===== src/rtl/apb3_bridge_slots.sv =====
// AHB-Lite slave to APB3 master bridge with a parametrised number of
// peripheral slots. Each AHB transfer becomes one APB SETUP/ACCESS cycle
// on the slot selected by HADDR[SLOT_LSB+3:SLOT_LSB]. The bridge returns a
// two-cycle AHB ERROR response for unmapped slots, for PSLVERR, and when
// the PREADY watchdog gives up on a stalled peripheral.

module apb3_bridge_slots #(
  parameter int NUM_SLOTS      = 16,
  parameter int ADDR_WIDTH     = 32,
  parameter int SLOT_LSB       = 24,
  parameter int TIMEOUT_CYCLES = 256
) (
  input  logic                  HCLK,
  input  logic                  HRESETN,
  // AHB-Lite slave side
  input  logic                  HSEL,
  input  logic [31:0]           HADDR,
  input  logic                  HWRITE,
  input  logic [1:0]            HTRANS,
  input  logic [2:0]            HSIZE,
  input  logic [31:0]           HWDATA,
  input  logic                  HREADYIN,
  output logic                  HREADYOUT,
  output logic                  HRESP,
  output logic [31:0]           HRDATA,
  // APB3 master side
  output logic [NUM_SLOTS-1:0]  PSEL,
  output logic [ADDR_WIDTH-1:0] PADDR,
  output logic                  PWRITE,
  output logic                  PENABLE,
  output logic [31:0]           PWDATA,
  input  logic [31:0]           PRDATA,
  input  logic                  PREADY,
  input  logic                  PSLVERR,
  // Watchdog abort pulse
  output logic                  TIMEOUT
);

  // The wait counter is at least 9 bits wide and grows with the timeout.
  localparam int CNT_RAW = $clog2(TIMEOUT_CYCLES + 1);
  localparam int CNT_W   = (CNT_RAW > 9) ? CNT_RAW : 9;

  localparam logic             WD_EN    = (TIMEOUT_CYCLES != 0);
  // Count value seen in the last ACCESS cycle the watchdog allows.
  localparam logic [CNT_W-1:0] CNT_LAST = CNT_W'((TIMEOUT_CYCLES > 0) ? (TIMEOUT_CYCLES - 1) : 0);
  localparam logic [CNT_W-1:0] CNT_MAX  = '1;
  localparam logic [4:0]       SLOTS_L  = 5'(NUM_SLOTS);

  typedef enum logic [2:0] {
    ST_IDLE,
    ST_WDATA,
    ST_SETUP,
    ST_ACCESS,
    ST_ERR1,
    ST_ERR2
  } state_e;

  state_e                  state_q, state_d;
  logic [3:0]              slot_q, slot_d;
  logic [ADDR_WIDTH-1:0]   paddr_q, paddr_d;
  logic                    pwrite_q, pwrite_d;
  logic [31:0]             pwdata_q, pwdata_d;
  logic [CNT_W-1:0]        cnt_q, cnt_d;

  logic [3:0]              slot_in;
  logic                    unmapped_in;
  logic                    take;
  logic                    timeout_hit;
  logic                    psel_en;
  state_e                  start_state;

  // HSIZE, HTRANS[0] and the HADDR bits outside PADDR/slot carry no meaning here.
  logic unused_ok;
  assign unused_ok = ^{HSIZE, HTRANS[0], HADDR};

  // Address-phase decode: slot index, unmapped check and the first data-phase state.
  assign slot_in     = HADDR[SLOT_LSB+3:SLOT_LSB];
  assign unmapped_in = ({1'b0, slot_in} >= SLOTS_L);
  assign start_state = unmapped_in ? ST_ERR1 : (HWRITE ? ST_WDATA : ST_SETUP);

  // A new address phase is only sampled in cycles where the bridge is ready,
  // which covers IDLE, the ACCESS completion cycle and ERR2.
  assign take = HREADYOUT && HSEL && HREADYIN && HTRANS[1];

  // Watchdog fires in the ACCESS cycle that would bring the count to TIMEOUT_CYCLES.
  assign timeout_hit = WD_EN && (state_q == ST_ACCESS) && !PREADY && (cnt_q == CNT_LAST);

  // State register; reset is asynchronous so the APB strobes drop immediately.
  always_ff @(posedge HCLK or negedge HRESETN) begin
    if (!HRESETN) begin
      // NOTE: sequential state uses non-blocking assignments so every register
      // samples the pre-edge values regardless of block ordering.
      state_q <= ST_IDLE;
    end else begin
      state_q <= state_d;
    end
  end

  // Next-state logic.
  always_comb begin
    // NOTE: assigning a default before the case keeps every path driven, so
    // no latch is inferred for state_d.
    state_d = state_q;
    unique case (state_q)
      ST_IDLE: begin
        if (take) state_d = start_state;
      end
      ST_WDATA:  state_d = ST_SETUP;
      ST_SETUP:  state_d = ST_ACCESS;
      ST_ACCESS: begin
        if (PREADY) begin
          if (PSLVERR)   state_d = ST_ERR1;
          else if (take) state_d = start_state;
          else           state_d = ST_IDLE;
        end else if (timeout_hit) begin
          state_d = ST_ERR1;
        end
      end
      ST_ERR1:   state_d = ST_ERR2;
      ST_ERR2: begin
        state_d = take ? start_state : ST_IDLE;
      end
      default:   state_d = ST_IDLE;
    endcase
  end

  // Outputs decoded from the current state and the APB response.
  always_comb begin
    HREADYOUT = 1'b1;
    HRESP     = 1'b0;
    HRDATA    = '0;
    PENABLE   = 1'b0;
    TIMEOUT   = 1'b0;
    psel_en   = 1'b0;
    unique case (state_q)
      ST_IDLE:  ;
      ST_WDATA: HREADYOUT = 1'b0;
      ST_SETUP: begin
        psel_en   = 1'b1;
        HREADYOUT = 1'b0;
      end
      ST_ACCESS: begin
        psel_en = 1'b1;
        PENABLE = 1'b1;
        if (PREADY && !PSLVERR) begin
          HREADYOUT = 1'b1;
          if (!pwrite_q) HRDATA = PRDATA;
        end else begin
          HREADYOUT = 1'b0;
          TIMEOUT   = timeout_hit;
        end
      end
      ST_ERR1: begin
        HREADYOUT = 1'b0;
        HRESP     = 1'b1;
      end
      ST_ERR2:  HRESP = 1'b1;
      default:  ;
    endcase
  end

  // One-hot slot select; slot_q is always mapped whenever psel_en is set.
  always_comb begin
    PSEL = '0;
    for (int i = 0; i < NUM_SLOTS; i++) begin
      PSEL[i] = psel_en && (slot_q == 4'(i));
    end
  end

  // Next values for the address/data/counter registers.
  always_comb begin
    slot_d   = slot_q;
    paddr_d  = paddr_q;
    pwrite_d = pwrite_q;
    pwdata_d = pwdata_q;
    cnt_d    = cnt_q;
    if (take) begin
      slot_d   = slot_in;
      paddr_d  = HADDR[ADDR_WIDTH-1:0];
      pwrite_d = HWRITE;
    end
    if (state_q == ST_WDATA) pwdata_d = HWDATA;
    if (state_q == ST_SETUP) begin
      cnt_d = '0;
    end else if ((state_q == ST_ACCESS) && !PREADY && (cnt_q != CNT_MAX)) begin
      cnt_d = cnt_q + 1'b1;
    end
  end

  // Address, direction, write data and wait-counter registers.
  always_ff @(posedge HCLK or negedge HRESETN) begin
    if (!HRESETN) begin
      slot_q   <= '0;
      paddr_q  <= '0;
      pwrite_q <= 1'b0;
      pwdata_q <= '0;
      cnt_q    <= '0;
    end else begin
      slot_q   <= slot_d;
      paddr_q  <= paddr_d;
      pwrite_q <= pwrite_d;
      pwdata_q <= pwdata_d;
      cnt_q    <= cnt_d;
    end
  end

  assign PADDR  = paddr_q;
  assign PWRITE = pwrite_q;
  assign PWDATA = pwdata_q;

endmodule


===== config.mk =====
export PLATFORM = sky130hd
export DESIGN_NAME = apb3_bridge_slots
export DESIGN_NICKNAME = d
export VERILOG_FILES = /design/src/rtl/apb3_bridge_slots.sv
export SDC_FILE = /design/constraint.sdc
export NUM_CORES = 1
export LEC_CHECK = 0
export CORE_MARGIN = 8
export CORE_UTILIZATION = 38
export CTS_BUF_LIST = sky130_fd_sc_hd__clkbuf_8
export CTS_CLUSTER_SIZE = 20
export DETAILED_ROUTE_END_ITERATION = 7
export GPL_ROUTABILITY_DRIVEN = 0
export GPL_TIMING_DRIVEN = 0
export PLACE_DENSITY = 0.83
export REMOVE_ABC_BUFFERS = 1
export SETUP_SLACK_MARGIN = 0.3
export SYNTH_ARGS = -nofsm -noshare
export SYNTH_HDL_FRONTEND = slang
export SYNTH_SLANG_ARGS = --single-unit

===== constraint.sdc =====
create_clock -name HCLK -period 2.66 [get_ports HCLK]
set_input_delay 0.532 -clock HCLK [delete_from_list [all_inputs] [get_ports HCLK]]
set_output_delay 0.532 -clock HCLK [all_outputs]
set_load 0.01 [all_outputs]

======== Word-level counts from Yosys, hierarchy flattened ========
Index checks and enable logic that the tools add are counted.
word-level totals
  flip-flop bits (word level) ............. 81
  logic and storage cells ................. 82
  output and inout port bits .............. 117
operators by class
  multiplexer cells ....................... 19
  $add $sub $neg .......................... 1
  equality and inequality tests ........... 24
  reductions and logical operators ........ 32
operator list
  operator                                              count
  2-to-1 mux 32 bit                                     3
  equality test 4 bit (second input constant)           8
  logical AND 1 bit                                     23
  2-to-1 mux 9 bit                                      2
  one-hot mux 3 bit (6 select lines)                    1
  equality test 4 x 3 -> 1 bit (second input constant)  4
  2-to-1 mux 3 bit                                      4
  adder 9 x 1 -> 9 bit (second input constant)          1
  equality test 9 x 8 -> 1 bit (second input constant)  1
  inequality test 9 bit (second input constant)         1
  equality test 4 x 2 -> 1 bit (second input constant)  2
  equality test 3 x 2 -> 1 bit (second input constant)  2
  equality test 3 bit (second input constant)           2
  2-to-1 mux 1 bit                                      6
  equality test 4 x 1 -> 1 bit (second input constant)  1
  zero test 4 bit                                       1
  2-to-1 mux 2 bit                                      2
  OR reduction 2 bit                                    2
  equality test 3 x 1 -> 1 bit (second input constant)  1
  zero test 3 bit                                       1
  inequality test 3 bit (second input constant)         1
  OR reduction 3 bit                                    1
  zero test 1 bit                                       2
  inequality test 2 bit (second input constant)         1
  other kinds (3)                                       3

======== Longest topological paths before layout ========
Gate-level depths: netlist (run 1).
  depth in word-level cells ............... 11
  mapped depth ............................ 8

======== Worst setup path before layout (run 1) ========
No wires, ideal clock.
  kind .................................... register -> register
  from .................................... register cnt_q[0]
  to ...................................... register cnt_q[7]
  buffers on the path ..................... 0
  period minus slack after synthesis ...... 2.041 ns
  arrival ................................. 1.964 ns
  required time ........................... 2.583 ns
  path slack .............................. 0.619 ns
  cell stages (with the launch flop) ...... 9
  path through ............................ dfrtp_1 > ha_1 > nand3_1 > nor2_1 > ha_1 > or2_4 > or3_4 > or3_1 > a21oi_1
between the ends
  word-level cells in the longest chain between the ends .. 3
ends and longest elaborated chain
  what                                                                  line      RTL
  start, declared                                                       63        logic [CNT_W-1:0] cnt_q, cnt_d;
  start signal, assigned                                                203       cnt_q <= cnt_d;
  adder 9 x 1 -> 9 bit / inequality test 9 bit (equally long branches)  186, 185
  2-to-1 mux 9 bit / logical AND 1 bit (equally long branches)          185       end else if ((state_q == ST_ACCESS) && !PREADY && (cnt_q != CNT_MAX)) begin
  2-to-1 mux 9 bit / nonzero test 2 bit (equally long branches)         -
Parallel ways exist; a longest one is shown, timed or not. The select of a mux whose other input is x is not followed.
A chain may end at the register's enable or synchronous reset.

======== Final worst setup path (run 1) ========
  from .................................... register state_q[2]
  to ...................................... output HRDATA[8]
between the ends
  word-level cells in the longest chain between the ends .. 2
ends and longest elaborated chain
  what                          line  RTL
  start, declared               58    state_e state_q, state_d;
  start signal, assigned        95    state_q <= state_d;
  equality test 3 x 2 -> 1 bit  135   unique case (state_q)
  2-to-1 mux 32 bit             135
  end, declared                 25    output logic [31:0] HRDATA,
No other way between the ends.

==> qor.yml, run 1 <==
ir_drop_mv: 0.598
synth_top_area_cell: "dfrtp_1"
numCtsBuffers: 9
grt_pass1_wl_um: 18000
drc_errors: 0
synthAdderAreaFrac: 0.0106
ys_ff_latch: 77
die_x_um: 112
drive_gt1_frac: 0.318
synth-main-ff-cell: "dfrtp_1"
grt_setup_unrepaired: "true"
cts_max_level: 3
final_cells: 640
grt_usage: 0.181
crit_slowest_cell: "dfrtp_2"
wl_met2_um: 6150
setup_viol: 0
dr.pass1.iters: 4
syn_avg_cell_area_um2: 12.4
synth_edf_count: 0
status: "finished, final reports clean"
vias_per_cell: 4.92
synth_compound_area_frac: 0.0376
dp_hpwl_um: 9060
initial_utilization: 0.388
cts_sinks: 77
worstPathRequired_ps: 2130
num_io_pins: 225
clock.fmax_ghz: 0.427
synth_top_family_by_area: "multiplexers"
post_dp_cell_area_mm2: 0.00586
ff_latch_area_mm2: 0.00193
syn_to_final_growth_pct: 74.9
grt_max_degree: 48
synthMuxAreaShare: 0.216
clockBufferDepth: 2
yosys_warnings: 0
skew_ps: 17.5
start_kind: "register"
antenna_cells: 0
tightestPinTransition_ps: 895
powerDensity_mw_per_mm2: 951
clock_latency_ps: 350
cp.arrival_ps: 1810
p_leak_nw: 2.72
cts_tree: "yes"
fin_nets: 635
min_path_type: "input port to asynchronous set/reset pin"
slowest_delay_ps: 420
top_layer: "met4"
crit_start: "state_q[2]"
die_height_um: 112
synthArstFlopShare: 1.00
layout_worst_path_cycle_share: 0.881
routedWlPerCell_um: 18.3
netlist_area_mm2: 0.00353
dieArea_mm2: 0.0126
multi_input_area_mm2: 0.00159
layout_min_cycle_time_ps: 2340
cts_hold_buf: 0
fp-row-count: 35
synthCells: 284
cts-root-buf: "clkbuf_8"
synth-simple-area-share: 0.151
reg2reg_from: "cnt_q[1]"
core_mm2: 0.00911
drt-total-wl_um: 11700
antenna_left: 0
first_iter_violations: 70
path_max_fanout: 5
ys_top_cells_by_area: "dfrtp_1, mux2_2, and2_1"
clkTransAtPathRegs_ps: 80
maxSlewViolCount: 0
grt-ovfl-total: 0
fillCellCount: 693
cp_cell_sequence: "buf_6 > nand3b_4 > nor3_4 > buf_6 > buf_6 > buf_6 > and2_4 > buf_6"
crit_top_cell: "buf_6"
vias: 3151
dp_cells: 606
hold_viol: 0
cp-end-kind: "primary output"
stdcell_area_mm2: 0.00617
synth_xor_area_frac: 0.00992
antenna_found_initial: 0
first_global_vias: 3421
seq_area_frac_synth: 0.546
met1_length_um: 4100
worstSetupPathType: "register to primary output"
synth.distinct_cells: 42
route.met3.wl_um: 1260
io_buffers: 220
finalSetupTns_ps: 0
relSlewSlack: 0.402
drv_cap: 0
netlist.area_leader.share: 0.546
[through the flow]
stage          hold slack (ps)  setup WS [ps]  utilization  power, mW
2_1_floorplan              236           18.0            -       3.29
3_3_place_gp               469          -1610        0.635       4.85
3_5_place_dp               480           -782        0.643       4.99
4_1_cts                    108            275        0.669       5.91
5_1_grt                    110            221        0.678       6.24
6_report                   109            316        0.678       5.87
[cell usage in the layout (no fill, tap or decap), types with 9 or more instances in the layout]
master and instances:
buf_6 18, buf_2 22, and2_1 21, mux2_2 64, buf_4 11, clkdlybuf4s50_1 166
dfrtp_1 74, dlygate4sd2_1 14, nor2_1 22, clkbuf_8 9, and2_4 12
[cell families (layout without fill, tap and decap cells)]
family / count (synthesis) / after routing
AOI/OAI and AO/OA: 21 / 21
xor gates and xnor gates: 4 / 4
adders and majority gates: 3 / 3
buffers and inverters: 16 / 261
DFF: 77 / 77
muxes: 68 / 68
and+or+nand+nor: 95 / 95
[repair_timing]
item / CTS / global route
gates cloned: 0 / 2
endpoints found under the setup margin: 51 / 28
setup buffers: 12 / 4
pin swaps: 3 / 7
gates resized for setup: 150 / 64
[registers in the layout, indices dropped and copies added, names as in the netlist]
name     count
slot_q       3
state_q      3
PADDR       29
PWRITE       1
cnt_q        9
PWDATA      32
[cell type report]
type / count / share of cell area
sequential: 77 / 0.313
tap: 111 / 0.0225
multi-input combinational: 191 / 0.258
timing repair buffer: 241 / 0.374
clock buffer: 9 / 0.0201
inverter: 4 / 0.00243
clock inverter: 7 / 0.0109
[layer usage]
metal | up-vias | track usage
met3 | 15 | 0.0945
li1 | 1463 | -
met4 | 0 | 0.0549
met1 | 1525 | 0.171
met5 | - | 0
met2 | 148 | 0.334
[critical path, delay by kind of cell, from the launching register on]
kind | cells | cell delay (ps)
flip-flops | 1 | 420
buffers and inverters | 5 | 550
AND/OR/NAND/NOR | 3 | 510
[worst paths after layout]
kind | end | slack, ps | depth (start not counted)
hold / removal | PWDATA[2] | 110 | 1
min in group HCLK | PWDATA[3] | 500 | 1
setup / recovery | HRDATA[8] | 320 | 8
hold reg to reg | PWDATA[3] | 500 | 1
max in group asynchronous | PWDATA[27] | 1960 | 2
setup reg to reg | cnt_q[7] | 320 | 10
[synth_stat cells, types with 3 or more instances]
master / number
dfrtp_1: 77
mux2_2: 64
and2_1: 33
nor2_1: 23
nand2_1: 7
nor3_1: 7
o21ai_0: 7
nand3_1: 5
a21oi_1: 4
buf_6: 4
clkbuf_1: 4
inv_1: 4
buf_4: 3
ha_1: 3
mux2i_1: 3
nand2b_1: 3
xnor2_1: 3
[power breakdown]
group	internal (mW)	switching, mW	total (mW)
logic	1.77	1.17	2.94
clock network	0.428	0.427	0.855
registers	1.71	0.362	2.08
total	3.92	1.96	5.87
Power figures use the tool's default switching activity.
==> run 2: changes to the inputs <==
--- a/config.mk
+++ b/config.mk
@@ -5,14 +5,15 @@
 export SDC_FILE = /design/constraint.sdc
 export NUM_CORES = 1
 export LEC_CHECK = 0
+export ABC_AREA = 1
 export CORE_MARGIN = 8
 export CORE_UTILIZATION = 38
-export CTS_BUF_LIST = sky130_fd_sc_hd__clkbuf_8
+export CTS_BUF_LIST = sky130_fd_sc_hd__clkbuf_2
 export CTS_CLUSTER_SIZE = 20
 export DETAILED_ROUTE_END_ITERATION = 7
 export GPL_ROUTABILITY_DRIVEN = 0
 export GPL_TIMING_DRIVEN = 0
-export PLACE_DENSITY = 0.83
+export PLACE_DENSITY = 0.82
 export REMOVE_ABC_BUFFERS = 1
 export SETUP_SLACK_MARGIN = 0.3
 export SYNTH_ARGS = -nofsm -noshare
==> qor.yml, run 2 <==
status: "finished, final reports clean"  # unchanged
synth_most_common_cell: "nand2_1"  # was dfrtp_1
synth_edf_count: 0  # unchanged
fin_util: 0.677  # was 0.678
first_iter_violations: 210  # was 70
maxSlewViolCount: 0  # unchanged
clkTransAtPathRegs_ps: 210  # was 80 ps
path_max_fanout: 2  # was 5
p_total_mw: 5.75  # was 5.87 mW
antenna_left: 0  # unchanged
cts_max_level: 3  # unchanged
antenna_cells: 0  # unchanged
first_global_vias: 3943  # was 3421
p_leak_nw: 3.21  # was 2.72 nW
layout_worst_path_cycle_share: 0.938  # was 0.881
skew_ps: 40.9  # was 17.5 ps
min_path_type: "input port to register"  # was input port to asynchronous set/reset pin
die_height_um: 114  # was 112 um
initial_utilization: 0.392  # was 0.388
cts-root-buf: "clkbuf_2"  # was clkbuf_8
dp_cells: 805  # was 606
synth_top_area_cell: "dfrtp_1"  # unchanged
syn_to_final_growth_pct: 72.7  # was 74.9%
relSlewSlack: 0.530  # was 0.402
largest_reg_flops: 32  # unchanged
core_mm2: 0.00924  # was 0.00911 mm^2
clockBufferDepth: 2  # unchanged
layout_min_cycle_time_ps: 2500  # was 2340 ps
place_ws_ps: -356  # was -782 ps
dr.pass1.iters: 6  # was 4
cts_tree: "yes"  # unchanged
dp_hpwl_um: 9740  # was 9060 um
vias_per_cell: 4.57  # was 4.92
hold_viol: 0  # unchanged
num_io_pins: 225  # unchanged
final_cells: 842  # was 640
ys_top_cells_by_area: "dfrtp_1, nand2_1, nor2_1"  # was dfrtp_1, mux2_2, and2_1
grt_usage: 0.193  # was 0.181
ys_ff_latch: 77  # unchanged
fp-row-count: 35  # unchanged
synth.distinct_cells: 30  # was 42
drt-total-wl_um: 12700  # was 11700 um
synthArstFlopShare: 1.00  # unchanged
fillCellCount: 765  # was 693
io_buffers: 220  # unchanged
grt_max_degree: 44  # was 48
clock_latency_ps: 490  # was 350 ps
tightestPinTransition_ps: 703  # was 895 ps
layout_common_cells: "nand2_1, clkdlybuf4s50_1, dfrtp_1"  # was clkdlybuf4s50_1, dfrtp_1, mux2_2
synthCells: 471  # was 284
drc_errors: 0  # unchanged
netlist_area_mm2: 0.00362  # was 0.00353 mm^2
seq_area_frac_synth: 0.532  # was 0.546
vias: 3850  # was 3151
powerDensity_mw_per_mm2: 920  # was 951 mW/mm^2
die_x_um: 114  # was 112 um
start_kind: "register"  # unchanged
synth-main-ff-cell: "dfrtp_1"  # unchanged
grt_setup_unrepaired: "true"  # unchanged
cp-end-kind: "primary output"  # unchanged
yosys_warnings: 0  # unchanged
routedWlPerCell_um: 15.0  # was 18.3 um
grt-ovfl-total: 0  # unchanged
clock.fmax_ghz: 0.401  # was 0.427 GHz
antenna_found_initial: 0  # unchanged
ir_drop_mv: 0.537  # was 0.598 mV
ys_top_cells_by_count: "nand2_1, dfrtp_1, nor2_1"  # was dfrtp_1, mux2_2, and2_1
cts_sinks: 77  # unchanged
fin_nets: 820  # was 635
dieArea_mm2: 0.0129  # was 0.0126 mm^2
worstPathRequired_ps: 2130  # about the same
cp.arrival_ps: 1960  # was 1810 ps
drv_cap: 0  # unchanged
drive_gt1_frac: 0.171  # was 0.318
syn_avg_cell_area_um2: 7.69  # was 12.4 um^2
setup_viol: 0  # unchanged
final_common_cell: "nand2_1"  # was clkdlybuf4s50_1
grt_pass1_wl_um: 19900  # was 18000 um
netlist.area_leader.share: 0.532  # was 0.546
worst_slack_ps: 164  # was 316 ps
worstSetupPathType: "register to primary output"  # unchanged
numCtsBuffers: 9  # unchanged
[run 2: cell types whose count changed after synthesis, moves of 4 or more]
cell / before / now
nand2_1: 7 / 223
mux2_2: 64 / 0
nor2_1: 23 / 58
nor3_1: 7 / 3
nand2_2: 0 / 4
and2_1: 33 / 0
buf_2: 1 / 6
inv_1: 4 / 36
nand3_1: 5 / 15
[run 2: cell families (layout without fill, tap and decap cells)]
logic type / count (synthesis) / count (layout) / synth area share
flip-flops: 77 / 77 / 0.532
XOR/XNOR: 3 / 3 / 0.00726
adder cells (fa/ha/maj): 3 / 3 / 0.0104
AO/OA/AOI/OAI: 17 / 17 / 0.0273
AND/OR/NAND/NOR: 314 / 316 / 0.350
buffers and inverters: 57 / 297 / 0.0722
[run 2: worst max-delay path, cell delays in order (launching register included)]
cell and delay [ps]:
dfrtp_1 420, ha_2 200, nand3_2 100, inv_2 70
nand4_1 110, nor2_2 130, ha_2 200, inv_2 40
nor3_2 80, buf_2 150
[run 2: final timing paths]
path	start	endpoint	slack, ps	cells after the start
min reg2reg	PWDATA[20]	PWDATA[20]	500	2
max in group asynchronous	HRESETN	PADDR[31]	1540	3
min	PREADY	cnt_q[1]	430	4
min in group asynchronous	HRESETN	PWDATA[26]	510	2
max reg2reg	cnt_q[0]	cnt_q[5]	660	13
max	cnt_q[1]	TIMEOUT	160	9
[run 2: stage by stage]
step / TNS (ps) / instance area [um^2] / hold slack, ps
final: 0 / 6250 / 427
after global routing: -59.5 / 6250 / 378
after CTS: 0 / 6100 / 448
after detailed placement: -5910 / 5910 / 459
after global placement: -146560 / 5870 / 454
after floorplan: 0 / 3510 / 236
[run 2: area by class of cell]
cell class / count / area, um^2 / area share
sequential: 77 / 1930 / 0.309
multi-input combinational: 339 / 1580 / 0.253
timing repair buffer: 242 / 2230 / 0.357
tap: 129 / 161 / 0.0258
clock inverter: 6 / 136 / 0.0218
inverter: 40 / 166 / 0.0266
clock buffer: 9 / 45.0 / 0.00721
[run 2: metal layers]
metal	vias up	global-route usage	wire (um)
met2	162	0.345	6550
met3	18	0.0782	1310
met4	0	0.0844	242
met5	-	0	0
met1	1768	0.192	4570
li1	1902	-	-
[run 2: what timing repair did]
item | 4_1_cts | 5_1_grt
setup endpoints to repair | 52 | 44
hold buffers | 1 | 0
pin swaps | 7 | 6
endpoints found under the hold margin | 34 | 0
resized for setup | 180 | 47
cloned | 1 | 2
buffers inserted | 13 | 5
[run 2: report_power, final]
group | total (mW) | internal, mW | switching, mW
combinational | 2.87 | 1.43 | 1.44
sequential | 1.98 | 1.67 | 0.310
clock | 0.908 | 0.496 | 0.412
